[src/rtl/fetch_unit.sv]
// Instruction-fetch stage: owns the PC, drives the iREN/ihit handshake and is the
// only writer of IF/ID. A one-entry hold buffer parks a fetched word across decode stalls.
module fetch_unit #(
  parameter int               WIDTH   = 32,
  parameter logic [WIDTH-1:0] PC_INIT = '0
) (
  input  logic             CLK,
  input  logic             nRST,
  output logic             imemREN,
  output logic [WIDTH-1:0] imemaddr,
  input  logic             ihit,
  input  logic [WIDTH-1:0] imemload,
  input  logic             stall,
  input  logic             redirect,
  input  logic [WIDTH-1:0] redirect_pc,
  input  logic             halt,
  output logic             ifid_writeEN,
  output logic             ifid_flush,
  output logic [WIDTH-1:0] ifid_pcplus4,
  output logic [WIDTH-1:0] ifid_instr
);

  typedef enum logic [1:0] {FETCH, HOLD, HALTED} state_t;

  state_t           state, state_n;
  logic [WIDTH-1:0] pc, pc_n, hold_pc4, hold_pc4_n, hold_instr, hold_instr_n;
  logic [WIDTH-1:0] pc4;
  logic             ren, wen, flush;
  logic [WIDTH-1:0] pc4_out, instr_out;

  assign pc4 = pc + WIDTH'(4);

  always_ff @(posedge CLK or negedge nRST) begin
    if (!nRST) begin
      state      <= FETCH;
      pc         <= PC_INIT;
      hold_pc4   <= '0;
      hold_instr <= '0;
    end else begin
      state      <= state_n;
      pc         <= pc_n;
      hold_pc4   <= hold_pc4_n;
      hold_instr <= hold_instr_n;
    end
  end

  // Priority: halt, then redirect, then the ihit/stall handshake.
  always_comb begin
    state_n      = state;
    pc_n         = pc;
    hold_pc4_n   = hold_pc4;
    hold_instr_n = hold_instr;
    ren          = 1'b0;
    wen          = 1'b0;
    flush        = 1'b0;
    pc4_out      = pc4;
    instr_out    = imemload;
    if (halt) begin
      state_n = HALTED;
    end else begin
      case (state)
        FETCH: begin
          ren = 1'b1;
          if (redirect) begin
            flush        = 1'b1;
            pc_n         = redirect_pc;
            hold_pc4_n   = '0;
            hold_instr_n = '0;
          end else if (ihit) begin
            pc_n = pc4;
            if (stall) begin
              hold_pc4_n   = pc4;
              hold_instr_n = imemload;
              state_n      = HOLD;
            end else begin
              wen = 1'b1;
            end
          end
        end
        HOLD: begin
          pc4_out   = hold_pc4;
          instr_out = hold_instr;
          if (redirect) begin
            flush        = 1'b1;
            pc_n         = redirect_pc;
            hold_pc4_n   = '0;
            hold_instr_n = '0;
            state_n      = FETCH;
          end else if (!stall) begin
            wen     = 1'b1;
            state_n = FETCH;
          end
        end
        default: ;
      endcase
    end
  end

  // Outputs are held quiet while reset is asserted, independent of the inputs.
  always_comb begin
    imemREN      = nRST & ren;
    ifid_writeEN = nRST & wen;
    ifid_flush   = nRST & flush;
    imemaddr     = nRST ? pc        : PC_INIT;
    ifid_pcplus4 = nRST ? pc4_out   : '0;
    ifid_instr   = nRST ? instr_out : '0;
  end

endmodule

[config.mk]
export PLATFORM = sky130hd
export DESIGN_NAME = fetch_unit
export DESIGN_NICKNAME = d
export VERILOG_FILES = /design/src/rtl/fetch_unit.sv
export SDC_FILE = /design/constraint.sdc
export NUM_CORES = 1
export LEC_CHECK = 0
export CAP_MARGIN = 0
export CORE_ASPECT_RATIO = 0.8
export CORE_MARGIN = 8
export CORE_UTILIZATION = 44
export DETAILED_ROUTE_END_ITERATION = 8
export HOLD_SLACK_MARGIN = 0.03
export PLACE_DENSITY = 0.77
export SYNTH_ARGS = -nofsm -noshare
export SYNTH_HDL_FRONTEND = slang
export SYNTH_SLANG_ARGS = --single-unit
[constraint.sdc]
create_clock -name CLK -period 2 [get_ports CLK]
set_input_delay 0.3 -clock CLK [delete_from_list [all_inputs] [get_ports CLK]]
set_output_delay 0.3 -clock CLK [all_outputs]
set_load 0.05 [all_outputs]
Yosys cells after proc, flatten, opt, wreduce, memory -nomap -nowiden. Index checks and enable logic that the tools add are counted.

Register bits: 98. Output and inout port bits: 99. Word-level logic and storage cells: 62.

Add/subtract/negate cells: 1. Eq/ne operators: 8. Multiplexer cells: 38. Bitwise gates (word level): 4. Reduce and logical (&&, ||, !) cells: 7.

Operator list (count): 32-bit two-way mux (17); 32-bit one-hot mux with 2 select lines (3); 32-bit by 3-bit adder with 32-bit output (second input constant) (1); 3-bit inequality test (second input constant) (5); 2-bit two-way mux (6); 1-bit two-way mux (10); 5-bit AND reduction (2); 4-bit inequality test (second input constant) (1); 2-bit one-hot mux with 2 select lines (1); 4-bit AND reduction (1); 1-bit AND (3); 3-bit nonzero test (1); 2-bit by 1-bit equality test with 1-bit output (second input constant) (1); 2-bit zero test (1); 2-bit inequality test (second input constant) (1); 1-bit one-hot mux with 2 select lines (1); 2-bit nonzero test (1); 2-bit OR reduction (1); 1-bit inverter (1).

Depth between registers and ports, before layout.
Depth in word-level cells: 6. Depth in mapped cells: 7. Depth with buffers taken out: 6.

Worst setup path after synthesis. Ideal clock, no wire load.

Path kind: reg-to-output. From: register state[1]. To: output ifid_writeEN. Arrival time: 2.492 ns. Slack: -0.792 ns. Stages on the path, launching flop included: 5. Cell sequence: dfrtp_1 -> nor2_1 -> clkbuf_1 -> nand2_1 -> nor4_1.

Word-level cells in the longest chain between the ends: 4. Elaborated cells on any way between the ends: 5. Those cells by class: eq/ne: 1; mux: 2; bitwise: 1; reduce/logical: 1.

RTL lines: start: declaration (RTL line 25) `state_t state, state_n;`; start signal: assignment (RTL line 40) `state <= state_n;`; 2-bit by 1-bit equality test with 1-bit output / 2-bit zero test (equally long branches) (RTL line 61) `case (state)`; 1-bit one-hot mux with 2 select lines (*) (RTL line 61); 1-bit two-way mux (*) (RTL line 58) `if (halt) begin`; 1-bit AND (*) (RTL line 102) `ifid_writeEN = nRST & wen;`; end: declaration (RTL line 17) `output logic ifid_writeEN,`.

Every way passes the cells marked *; elsewhere a longest branch is shown, timed or not.

Final worst setup path.
From: register pc[13]. To: output ifid_pcplus4[18].

Word-level cells in the longest chain between the ends: 4.

RTL lines: start: declaration (RTL line 26) `logic [WIDTH-1:0] pc, pc_n, hold_pc4, hold_pc4_n, hold_instr, hold_instr_n;`; start signal: assignment (RTL line 41) `pc <= pc_n;`; 32-bit by 3-bit adder with 32-bit output (*) (RTL line 31) `assign pc4 = pc + WIDTH'(4);`; 32-bit two-way mux (RTL line 61); 32-bit two-way mux (*) (RTL line 58); 32-bit two-way mux (*) (RTL line 105) `ifid_pcplus4 = nRST ? pc4_out : '0;`; end: declaration (RTL line 19) `output logic [WIDTH-1:0] ifid_pcplus4,`.

Marked as above.

==> impl_metrics.yaml <==
status:
  status: "finished with violations"
  violations: "setup timing"
placement:
  hpwl_mm: 16.25
  portBuffers: 168
  dpl.cell_count: 1157
  gp_congestion: 0.8630
critical_path:
  rrSetupSlack_ps: -230
  slowest_delay_ps: 450
  crit_path_end_kind: "output pin"
  critPathMaxFanout: 7
  crit_slowest_cell: "dfrtp_1"
  r2r_cells: 7
  crit_path_start_kind: "register"
  reg2reg_to: "pc[29]"
  cp.arrival_ps: 2430
  critical_path_class: "register to output pin"
  cp.required_ps: 1700
  worstPathCellList: "buf_4 -> nand3_2 -> nor4_4 -> buf_6 -> buf_4 -> nand4_1 -> xor2_2 -> a21oi_4 -> buf_6"
  r2r-start: "pc[9]"
  path_buf_inv: 4
  path_delay_family: "buffers and inverters"
sta:
  maxSlewViolCount: 0
  setup_ws_ps: -726.4
  finalCritPeriodShare_pct: 136.3
  period_minus_slack_ps: 2726
  final_hold_viol_count: 0
  fmax_mhz: 366.8
  rsz0062_at_grt: "yes"
  finalSetupTns_ps: -22640
  slew-limit-headroom_pct: 53.35
  worst_pin_slew_ps: 697.5
  setup_violations: 89
  fin_skew_ps: 9.336
route:
  ant_nets: 0
  wire_per_inst_um: 26.51
  firstDrtPassIters: 5
  wl_met2_mm: 15.39
  highest_layer: "met4"
  met3RoutedLength_mm: 3.328
  vias: 7880
  viasPerCell: 6.427
  drc: 0
  routed_wl_mm: 32.50
  wl_met1_mm: 11.81
  drtIter0Drc: 1144
power:
  p_int_w: 0.004346
  p_per_area_nw_per_um2: 548.9
  vdd_drop_max_uv: 509.2
  p_leak_nw: 5.587
  sw_frac_of_total_pct: 35.17
  clockPowerShare_pct: 28.4
  switching_power_w: 0.002358
  pwr-share-comb_pct: 37.6
  finalPower_w: 0.006704
  pwr-share-seq_pct: 34.1
floorplan:
  ios: 169
  die-area_sq_um: 17440
  die_h_um: 119.7
  die_w_um: 145.7
  start_util_pct: 44.30
  core_sq_um: 13360
  core.rowCount: 38
synthesis:
  synth_xor_area_share_pct: 4.144
  synth_edf_count: 0
  ys_top_cells_by_count: "nand2_1 (205), dfrtp_1 (98), o21ai_0 (88), clkbuf_1 (56), a21oi_1 (47)"
  synth_area_sq_um: 5918
  yosys-mux-area-fraction_pct: 0.9302
  synth_async_sr_flop_share_pct: 100.0
  seq_area_frac_synth_pct: 41.44
  synth_top_area_share_pct: 41.44
  netlist_instances: 755
  ys.flop_type: "dfrtp_1"
  synth_cell_types: 40
  synth_fa_ha_area_share_pct: 0.2114
  synth_top_family_by_area: "simple AND/OR/NAND/NOR gates"
  synth_area_leader_cell: "dfrtp_1"
  synth.avg_cell_area_sq_um: 7.839
  yosys.cell_count.top_type: "nand2_1"
  synth-simple-area-share_pct: 24.76
  synth-warning-count: 0
  synth_compound_area_share_pct: 23.68
  synth_area_leaders: "dfrtp_1 (41%), nand2_1 (13%), o21ai_0 (7.4%)"
  ys_seq_elements: 98
  syn_nets: 826
final_layout:
  diodes: 0
  nets: 1113
  drive_gt1_share_pct: 47.51
  area_delta_synth_final_pct: 106.4
  finalNonFillerCells: 1226
clock_network:
  cts_tree: "built"
  h-tree-depth: 3
  cts-root-buf: "clkbuf_16"
  cts_buffer_depth: 2
  clock-sinks: 98
  clkTransAtPathRegs_ps: 70
  cts-buffers-inserted: 9
  worstSkewPairLatency_ps: 360
global_routing:
  grt_max_degree: 40
  antenna_found_initial: 0
  grt_first_pass_wirelength_mm: 40.97
  grt_pass1_vias: 7462
  gr-total-overflow: 0
  grt_use_total_pct: 29.03
min_path:
  min_path_type: "primary input to asynchronous set/reset pin"
run:
  cap_violations: 0
## registers in the layout, indices dropped and copies added (netlist names)
| signal | cells |
|---|---|
| hold_instr | 32 |
| pc | 32 |
| state | 2 |
| hold_pc4 | 32 |
## worst max-delay path by stage
stage                      start               end  slack [ps]  cells past startpoint
after floorplan            pc[2]  ifid_pcplus4[28]        -250                      6
after global routing      pc[13]  ifid_pcplus4[18]        -790                      9
after global placement     pc[2]  ifid_pcplus4[14]        -200                      9
after detailed placement    halt    ifid_instr[31]        -270                      7
after CTS                  pc[3]  ifid_pcplus4[22]        -560                     10
final                     pc[13]  ifid_pcplus4[18]        -730                      9
## area by class of cell
class | instances | area, sq um
clock buffers | 12 | 236.5
repair buffers | 343 | 4330
well taps | 180 | 225.2
clock inverters | 3 | 65.06
multi-input cells | 585 | 4883
flip-flops and latches | 98 | 2454
fillers | 447 | 1147
inverters | 5 | 18.77
## placed cells by master, fill, tap and decap left out, types with 6 or more instances in the layout
master           synthesis  layout
xor2_2                   0      13
nand4_1                 16      16
and2_1                  34      33
nand2_4                  0      48
clkbuf_16                0      14
a21oi_4                  0      22
buf_8                    0       9
buf_12                   0      94
a21boi_4                 0      35
dfrtp_1                 98      97
o22ai_1                 14       9
a21oi_2                  0       9
nand3_1                 20      11
clkdlybuf4s50_1          0      67
nand2_1                205     144
nor2_4                   0       6
a2bb2oi_2                0       7
o21ai_0                 88      86
nand3_4                  1       7
a32oi_1                  6       6
buf_4                    2     116
buf_6                    0      46
nand2_2                  0      12
a2bb2oi_1               13       6
nor2_1                  18      11
a21oi_1                 47      16
## layer usage
metal	track usage [%]	up-vias
met3	7.299	187
met4	12.98	0
met5	0	-
li1	-	3169
met2	49.45	661
met1	34.31	3863
## metrics by stage
step | worst slack [ps] | cell area, sq um | hold slack (ps) | utilization, %
after global placement | -196.0 | 9998 | 201.2 | 74.84
after floorplan | -246.5 | 6519 | 4.409 | -
after CTS | -557.4 | 11270 | 40.94 | 84.37
after detailed placement | -274.3 | 9998 | 203.5 | 74.84
after global routing | -787.6 | 12210 | 47.96 | 91.41
final | -726.4 | 12210 | 31.06 | 91.41
## cells by family after synthesis
group,Yosys count
simple gates,320
fa+ha+maj,1
compound gates,231
flops,98
buf+inv,72
xor+xnor,28
mux,5
## power groups by stage
| stage | combinational, W | sequential [W] | clock, W |
|---|---|---|---|
| 6_report | 0.00252 | 0.00228 | 0.00190 |
| 5_1_grt | 0.00260 | 0.00229 | 0.00196 |
| 4_1_cts | 0.00227 | 0.00224 | 0.00183 |
| 3_5_place_dp | 0.00213 | 0.00226 | 0 |
| 3_3_place_gp | 0.00208 | 0.00225 | 0 |
| 2_1_floorplan | 0.00108 | 0.00225 | 0 |
## what timing repair did
action | in CTS | in global routing
gates cloned | 7 | 7
endpoints found under the hold margin | 11 | 0
setup buffers | 34 | 34
gates resized for setup | 130 | 173
hold buffers | 1 | 0
pin swaps | 67 | 102
endpoints found under the setup margin | 70 | 94
Note: power is estimated with default switching activity, not from simulation.
